==> src/rtl/opacc_ctrl.sv <==
// Tile sequencer for opacc: FLUSH zeroes C, then each command runs LOAD (optional) -> ACC (K beats) -> DRAIN.
// Latency 1 + ML*load_c + K + ML cycles from command fire to done; any stalled valid/ready holds the phase with no strobe.
// Optional OPACC_CTRL_PERF_EN adds busy/stall cycle counters.
module opacc_ctrl #(
    parameter int ML = 2,
    parameter int KW = 16
) (
    input  logic          clk,
    input  logic          reset_n,
    input  logic          cmd_valid,
    output logic          cmd_ready,
    input  logic          cmd_load_c,
    input  logic [KW-1:0] cmd_k,
    input  logic          c_in_valid,
    output logic          c_in_ready,
    input  logic          ab_valid,
    output logic          ab_ready,
    output logic          c_out_valid,
    input  logic          c_out_ready,
    output logic          c_out_last,
    output logic          en_c,
    output logic          en_ab,
    output logic          c_zero,
    output logic          busy,
    output logic          done
`ifdef OPACC_CTRL_PERF_EN
    ,
    output logic [31:0]   perf_busy_cycles,
    output logic [31:0]   perf_stall_cycles
`endif
);

    localparam int RW = $clog2(ML + 1);
    localparam logic [RW-1:0] ROW_LAST = RW'(ML - 1);

    typedef enum logic [2:0] {
        FLUSH,
        IDLE,
        LOAD,
        ACC,
        DRAIN
    } state_t;

    state_t        state;
    logic [RW-1:0] row_cnt;
    logic [KW-1:0] k_cnt;
    logic          row_last;

    always_comb begin
        row_last    = (row_cnt == ROW_LAST);
        cmd_ready   = (state == IDLE);
        c_in_ready  = (state == LOAD);
        ab_ready    = (state == ACC);
        c_out_valid = (state == DRAIN);
        c_out_last  = (state == DRAIN) && row_last;
        en_c        = (state == FLUSH)
                    || ((state == LOAD) && c_in_valid)
                    || ((state == DRAIN) && c_out_ready);
        en_ab       = (state == ACC) && ab_valid;
        // Draining shifts zeros in, so opacc is left clean for a zero-start tile.
        c_zero      = (state == FLUSH) || (state == DRAIN);
        busy        = (state != IDLE);
    end

    always_ff @(posedge clk or negedge reset_n) begin
        if (!reset_n) begin
            state   <= FLUSH;
            row_cnt <= '0;
            k_cnt   <= '0;
            done    <= 1'b0;
        end else begin
            done <= 1'b0;
            case (state)
                FLUSH: begin
                    if (row_last) begin
                        row_cnt <= '0;
                        state   <= IDLE;
                    end else begin
                        row_cnt <= row_cnt + 1'b1;
                    end
                end
                IDLE: begin
                    if (cmd_valid) begin
                        k_cnt   <= cmd_k;
                        row_cnt <= '0;
                        if (cmd_load_c)
                            state <= LOAD;
                        else if (cmd_k != '0)
                            state <= ACC;
                        else
                            state <= DRAIN;
                    end
                end
                LOAD: begin
                    if (c_in_valid) begin
                        if (row_last) begin
                            row_cnt <= '0;
                            state   <= (k_cnt != '0) ? ACC : DRAIN;
                        end else begin
                            row_cnt <= row_cnt + 1'b1;
                        end
                    end
                end
                ACC: begin
                    if (ab_valid) begin
                        k_cnt <= k_cnt - 1'b1;
                        if (k_cnt == KW'(1))
                            state <= DRAIN;
                    end
                end
                DRAIN: begin
                    if (c_out_ready) begin
                        if (row_last) begin
                            row_cnt <= '0;
                            done    <= 1'b1;
                            state   <= IDLE;
                        end else begin
                            row_cnt <= row_cnt + 1'b1;
                        end
                    end
                end
                default: state <= FLUSH;
            endcase
        end
    end

`ifdef OPACC_CTRL_PERF_EN
    logic active;
    logic stalled;

    always_comb begin
        active  = (state == LOAD) || (state == ACC) || (state == DRAIN);
        stalled = ((state == LOAD) && !c_in_valid)
               || ((state == ACC) && !ab_valid)
               || ((state == DRAIN) && !c_out_ready);
    end

    always_ff @(posedge clk or negedge reset_n) begin
        if (!reset_n) begin
            perf_busy_cycles  <= '0;
            perf_stall_cycles <= '0;
        end else begin
            if (active)
                perf_busy_cycles <= perf_busy_cycles + 32'd1;
            if (stalled)
                perf_stall_cycles <= perf_stall_cycles + 32'd1;
        end
    end
`endif

endmodule

==> config.mk <==
export PLATFORM = sky130hd
export DESIGN_NAME = opacc_ctrl
export DESIGN_NICKNAME = d
export VERILOG_FILES = /design/src/rtl/opacc_ctrl.sv
export SDC_FILE = /design/constraint.sdc
export NUM_CORES = 1
export LEC_CHECK = 0
export BUFFER_PORTS_ARGS = -buffer_cell sky130_fd_sc_hd__buf_2
export CAP_MARGIN = 10
export CORE_ASPECT_RATIO = 1.4
export CORE_MARGIN = 3
export CORE_UTILIZATION = 58
export CTS_CLUSTER_DIAMETER = 40
export CTS_CLUSTER_SIZE = 14
export DETAILED_ROUTE_END_ITERATION = 8
export PLACE_DENSITY = 0.84
export SLEW_MARGIN = 0
export SYNTH_ARGS = -nofsm -noshare
export SYNTH_HDL_FRONTEND = slang
export SYNTH_SLANG_ARGS = --single-unit
==> constraint.sdc <==
create_clock -name clk -period 4.4 [get_ports clk]
set_clock_uncertainty 0.2 [all_clocks]
set_input_delay 0.22 -clock clk [delete_from_list [all_inputs] [get_ports clk]]
set_output_delay 0.22 -clock clk [all_outputs]
set_load 0.02 [all_outputs]
==> results of run 1 <==
## timing repair
| action | CTS | global route |
|---|---|---|
| endpoints found under the hold margin | 25 | 0 |
| hold buffers | 4 | 0 |
| buffers inserted | 0 | 0 |
## state kept, by name, summed over array words and instances, names as in the netlist
signal,cells
state,3
done,1
k_cnt,16
row_cnt,2
## final timing paths
| check | endpoint | slack (ps) | cells past startpoint |
|---|---|---|---|
| max in group asynchronous | k_cnt[13] | 3480 | 2 |
| setup reg to reg | k_cnt[7] | 1440 | 5 |
| setup / recovery | en_ab | 1120 | 4 |
| min in group asynchronous | row_cnt[0] | 190 | 2 |
| hold reg to reg | row_cnt[1] | 300 | 1 |
| hold / removal | k_cnt[1] | 8 | 3 |
## critical path: stages, from the launching register on
cell      delay [ps]
dfrtp_1          720
nand3b_1         710
inv_1            740
and2_1           210
buf_2            160
## metal layers
layer	global-route usage (%)	wire length [um]	vias to the layer above
li1	-	-	714
met1	29.8	1580	703
met2	44.6	1880	73
met3	3.84	275	11
met4	12.5	81	0
met5	0	0	-
## through the flow
| stage | util (%) | setup slack, ps | total power (uW) | instance area [um2] | hold slack (ps) |
|---|---|---|---|---|---|
| final | 70.0 | 1120 | 1150 | 1710 | 8.19 |
| after global routing | 70.0 | 907 | 1240 | 1710 | 23.3 |
| after CTS | 70.0 | 1200 | 1140 | 1710 | 15.2 |
| after detailed placement | 67.5 | 1510 | 1050 | 1650 | 11.2 |
| after global placement | 67.5 | 1620 | 1020 | 1650 | 7.34 |
| after floorplan | - | 2410 | 897 | 1500 | -276 |
## cell usage in the layout (no fill, tap or decap), drive strengths merged, types with 2 or more instances in the layout
cell,Yosys,routed
a21o,3,3
inv,5,5
nor4,7,7
nand3,3,3
nor3,6,6
or3b,2,2
nand2,11,11
mux2,3,3
dfrtp,22,22
o21a,4,4
a41oi,2,2
o22a,6,6
and2,4,4
clkbuf,4,3
buf,8,32
o21ai,11,11
o22ai,2,2
and3,3,3
nand4,2,2
a31oi,4,4
dlygate4sd3,0,4
nor2b,2,2
nand2b,3,3
ha,3,3
a21oi,18,18
nor2,26,26
o211ai,3,3
## kinds of logic after synthesis
family	synth area share (%)
adders and majority gates	2.50
and+or+nand+nor	25.3
muxes	2.50
AOI/OAI and AO/OA	28.0
DFF	36.6
buffers and inverters	5.07
## power groups by stage
stage	clock network (uW)	registers, uW	logic (uW)
5_1_grt	101	462	680
3_5_place_dp	0	444	604
2_1_floorplan	0	378	519
3_3_place_gp	0	434	582
6_report	89.6	444	614
4_1_cts	90.5	439	610
## area by class of cell
class	instances	area share (%)
Timing Repair Buffer	36	11.7
Tap cell	34	2.49
Sequential cell	22	32.2
Multi-Input combinational cell	140	51.2
Inverter	5	1.10
Clock buffer	3	1.32
==> impl_results.md, run 1 <==
- CP startpoint: state[1]
- Synth Net Count: 205
- Sequential share of the synthesized area: 36.6%
- Final period utilization: 74.4%
- HPWL after DPL: 2.84 mm
- Drt first pass iters: 4
- Num rows: 21
- Total negative slack: 0 ps
- Resized cells post-CTS: 0
- Clock share of power: 7.8%
- CP Class: flop to output pin
- Top post-synthesis cells by area: dfrtp_1, nor2_1, a21oi_1
- Multi-input logic area: 877 um2
- Critical Path AT: 2860 ps
- Clk sinks: 22
- Die Y: 66.3 um
- Worst vdd ir: 352 uV
- Max Buffers Root-to-Sink: 2
- Vias per inst: 6.25
- H-tree depth: 1
- All-layer global routing usage: 25.3%
- Post-synth top cells: nor2_1, dfrtp_1, a21oi_1
- Area of the core: 0.00244 mm2
- Setup violators final: 0
- Minimum clock period: 3280 ps
- Crit end category: output pin
- Status: finished, final reports clean
- Asr flop ratio synth: 100%
- Initial antenna violation count: 0
- P_leak: 0.000741 uW
- Share of layout cells above drive strength 1: 21.8%
- Register area: 551 um2
- Final Hold Vio Count: 0
- Routed length per instance: 15.9 um
- Most common cell in the synthesized netlist: nor2_1
- Synthesized flop and latch total: 22
- Yosys top cell area share: 36.6%
- RSZ-0062 raised after global routing: no
- Logic pwr share: 53.5%
- Die width: 49.0 um
- Worst-margin pin slew: 821 ps
- HP Start: cmd_k[1]
- Type of the worst min-delay path: input port to flop
- Final ANT Viol Nets: 0
- Diode count: 0
- Clk slew on worst S/H paths: 110 ps
- Final Max Tran Viols: 0
- Dominant cell type by area after synthesis: dfrtp_1
- I/O pin count: 33
- DIE AREA: 0.00325 mm2
- Final net count: 234
- Max FO, Critical Path: 21
- Fill cells: 212
- Register share of total power: 38.7%
- Port buffer count: 32
- Sw frac: 49.8%
- Overall routed net length: 3.81 mm
- Cells after DPL: 233
- Largest net degree at the start of global routing: 23
- Grt ovf: 0
- Root Driver: clkbuf_4
- Internal power: 576 uW
- Clock Latency Late Sink: 310 ps
- DRC errors left: 0
- Post-Syn Area: 0.00150 mm2
- Post-synth EDFFs: 0
- Req. time, crit path: 3980 ps
- Number of max-cap violations: 0
- CP startpoint kind: flop
- Via count: 1501
- Final Non-Filler Cells: 240
- CTS Buf Count: 3
- Vias in the first global route: 1472
- Post-Syn Area per Cell: 8.40 um2
- DR iter-0 viols: 66
- Synth Warn #: 0
- Initial core utilization: 61.5%
- RR Startpoint: state[1]
- Area Growth Syn to Fin: 13.8%
- Relative slew slack: 45.1%
- Primary FF master, synth: dfrtp_1
- GP Congestion: 0.932
- Fmax: 305 MHz
- Library cells used by synthesis: 49
- P_sw: 571 uW
- Gate Count Post-Synth: 179
- TritonCTS clock tree: done
- First-pass GRT wire length: 6.42 mm
- PD cells: 670 mW/mm2
No activity file was read; power rests on OpenSTA's default activity.
==> run 2: changes to the inputs <==
--- a/config.mk
+++ b/config.mk
@@ -5,15 +5,16 @@
 export SDC_FILE = /design/constraint.sdc
 export NUM_CORES = 1
 export LEC_CHECK = 0
+export ABC_AREA = 1
 export BUFFER_PORTS_ARGS = -buffer_cell sky130_fd_sc_hd__buf_2
 export CAP_MARGIN = 10
 export CORE_ASPECT_RATIO = 1.4
 export CORE_MARGIN = 3
-export CORE_UTILIZATION = 58
+export CORE_UTILIZATION = 55
 export CTS_CLUSTER_DIAMETER = 40
 export CTS_CLUSTER_SIZE = 14
 export DETAILED_ROUTE_END_ITERATION = 8
-export PLACE_DENSITY = 0.84
+export PLACE_DENSITY = 0.79
 export SLEW_MARGIN = 0
 export SYNTH_ARGS = -nofsm -noshare
 export SYNTH_HDL_FRONTEND = slang
==> constraint.sdc (replaced) <==
create_clock -name clk -period 3.2 [get_ports clk]
set_clock_uncertainty 0.2 [all_clocks]
set_input_delay 0.16 -clock clk [delete_from_list [all_inputs] [get_ports clk]]
set_output_delay 0.16 -clock clk [all_outputs]
set_load 0.02 [all_outputs]
==> run 2 against run 1 <==
- sequential share of layout area down 4.7 points
- setup slack got worse by 320 ps
- die area is 20% higher
- global-route usage up 0.94 points
- flip-flop and latch count did not move
- critical endpoint unchanged
==> impl_results.md, run 2 <==
- HPWL after DPL: 3.48 mm (+22%)
- Yosys top cell area share: 31.4% (-5.2 points)
- Synth Warn #: 0 (unchanged)
- Fmax: 418 MHz
- CP Class: flop to output pin
- Library cells used by synthesis: 23 (-53%)
- M1 GR Usage: 30.8% (+1.0 points)
- I/O pin count: 33 (unchanged)
- CP startpoint kind: flop
- Diode count: 0 (unchanged)
- Final net count: 355 (+52%)
- Primary FF master, synth: dfrtp_1
- Final Max Tran Viols: 0 (unchanged)
- Die width: 53.7 um (+9.6%)
- DR iter-0 viols: 64 (-3.0%)
- Met2 Track Usage GR: 44.6% (+0.051 points)
- Post-synth EDFFs: 0 (unchanged)
- Fill cells: 293 (+38%)
- Port buffer count: 32 (unchanged)
- Post-Syn Area: 0.00175 mm2 (+17%)
- DIE AREA: 0.00391 mm2 (+20%)
- Share of layout cells above drive strength 1: 14.1% (-7.8 points)
- Max Buffers Root-to-Sink: 2 (unchanged)
- Grt ovf: 0 (unchanged)
- Req. time, crit path: 2840 ps (-1140 ps)
- GP Congestion: 0.902 (-3.2%)
- Root Driver: clkbuf_8
- Initial antenna violation count: 0 (unchanged)
- Design Area, Final: 0.00201 mm2 (+17%)
- Final ANT Viol Nets: 0 (unchanged)
- Synth Net Count: 319 (+56%)
- Met3 Track Usage GR: 3.48% (-0.36 points)
- Pre-CTS setup slack: 1060 ps (-454 ps)
- DRC errors left: 0 (unchanged)
- RSZ-0062 raised after global routing: no
- Most common cell after layout, fill and taps aside: nand2_1
- Critical-path top delay cell: dfrtp_1
- Routed length per instance: 12.6 um (-21%)
- Largest net degree at the start of global routing: 26 (+13%)
- Design Power: 1790 uW (+56%)
- Worst vdd ir: 598 uV (+70%)
- CP peak stage delay: 600 ps (-140 ps)
- Dominant cell type by area after synthesis: dfrtp_1
- TritonCTS clock tree: done
- Area of the core: 0.00296 mm2 (+21%)
- Gate Count Post-Synth: 293 (+64%)
- Num rows: 23 (+9.5%)
- CTS Buf Count: 3 (unchanged)
- Post-DP Area: 0.00193 mm2 (+17%)
- Setup violators final: 0 (unchanged)
- First-pass GRT wire length: 7.71 mm (+20%)
- Via count: 1933 (+29%)
- P_leak: 0.00105 uW (+42%)
- Synthesized flop and latch total: 22 (unchanged)
- Status: finished, final reports clean
- Register area: 551 um2 (unchanged)
- Total negative slack: 0 ps (unchanged)
- Minimum clock period: 2400 ps
- Type of the worst min-delay path: input port to flop
- H-tree depth: 1 (unchanged)
- Busiest grt layer: met2
- All-layer global routing usage: 26.2% (+0.94 points)
- Most frequent cells in the layout: nand2_1, nor2_1, inv_1, buf_2, o21ai_0
- Clk sinks: 22 (unchanged)
- Overall routed net length: 4.57 mm (+20%)
- Clock Latency Late Sink: 260 ps (-50 ps)
- Relative slew slack: 64.6% (+20 points)
- Setup WS post-layout: 805 ps (-320 ps)
- PD cells: 891 mW/mm2 (+33%)
- Largest Register: k_cnt
- Top post-synthesis cells by area: dfrtp_1, nand2_1, nor2_1
- Max FO, Critical Path: 25 (+19%)
- Resized cells post-CTS: 0 (unchanged)
- Sequential share of the synthesized area: 31.4% (-5.2 points)
- Max reg flops: 16 (unchanged)
- Vias in the first global route: 1851 (+26%)
- Drt first pass iters: 4 (unchanged)
- Largest registers: k_cnt: 16 flops, state: 3 flops, row_cnt: 2 flops
- Critical Path AT: 2040 ps (-820 ps)
- Crit end category: output pin
- Critical-path cell list: nand2_1 -> nor2_4 -> buf_4 -> inv_1 -> nor2_1 -> buf_2
- Initial core utilization: 59.2% (-2.4 points)
- Post-Syn Area per Cell: 5.99 um2 (-29%)
- Vias per inst: 5.31 (-15%)
- Die Y: 72.8 um (+9.9%)
- Final Hold Vio Count: 0 (unchanged)
- Post-synth top cells: nand2_1, nor2_1, inv_1
- Multi-input logic area: 0.00103 mm2 (+18%)
- Worst-margin pin slew: 530 ps (-291 ps)
- Final period utilization: 74.8%
- Area Growth Syn to Fin: 14.4%
- Asr flop ratio synth: 100% (unchanged)
- Number of max-cap violations: 0 (unchanged)
- Most common cell in the synthesized netlist: nand2_1
- Final core utilization: 67.7% (-2.3 points)
- Clk slew on worst S/H paths: 80 ps (-30 ps)
run 2: changes by cell type after synthesis, moves of 4 or more:
cell      previous run  this run
nor2_1              25        65
o21ai_0              6        25
clkbuf_1             4         0
a21oi_1             17         4
nor4_1               5         0
nand2_1             11        93
o21ai_1              5         0
o21a_1               4         0
nand3_1              3        18
inv_1                4        33
o22a_1               6         0
run 2: timing repair:
item,4_1_cts,5_1_grt
hold endpoints to repair,25,0
buffers inserted,0,0
hold buffers,4,0
run 2: worst paths after layout:
| path | cells past startpoint | endpoint | slack, ps | from |
|---|---|---|---|---|
| max in group asynchronous | 2 | k_cnt[12] | 2240 | reset_n |
| worst max register to register | 9 | k_cnt[9] | 1000 | state[1] |
| min in group asynchronous | 2 | k_cnt[4] | 200 | reset_n |
| worst min-delay path | 5 | k_cnt[15] | 30 | cmd_k[15] |
| worst max-delay path | 6 | en_ab | 800 | state[1] |
| worst min register to register | 2 | row_cnt[1] | 310 | row_cnt[1] |
run 2: critical path, delay by kind of cell (launching register included):
family | cells | cell delay (ps)
buffers and inverters | 3 | 680
DFF | 1 | 600
and+or+nand+nor | 3 | 480
run 2: report_power, final:
group | total (uW) | internal, uW | leakage, uW | switching [uW]
Sequential | 557 | 408 | 0.000268 | 148
Clock | 179 | 84.3 | 0.0000216 | 95.1
Combinational | 1050 | 343 | 0.000759 | 709
Total | 1790 | 835 | 0.00105 | 953
run 2: layout make-up:
cell class                 instances  area share (%)
clock buffer                       3            2.06
sequential                        22            27.4
multi-input combinational        231            51.5
tap                               37            2.31
inverter                          34            6.36
timing repair buffer              37            10.3
run 2: cells by family after synthesis:
group,synth area share (%)
fa+ha+maj,2.14
flops,31.4
buf+inv,9.70
compound gates,10.8
simple gates,45.9
run 2: per-layer routing:
| metal | wire length (um) | vias to the layer above |
|---|---|---|
| met5 | 0 | - |
| li1 | - | 987 |
| met4 | 159 | 0 |
| met1 | 1950 | 854 |
| met3 | 235 | 17 |
| met2 | 2230 | 75 |
run 2: per-stage QoR:
step,hold slack (ps),std cells
6_report,26.1,364
5_1_grt,65.6,364
4_1_cts,18.2,364
3_5_place_dp,-33.5,357
3_3_place_gp,-36.3,357
2_1_floorplan,-336,293
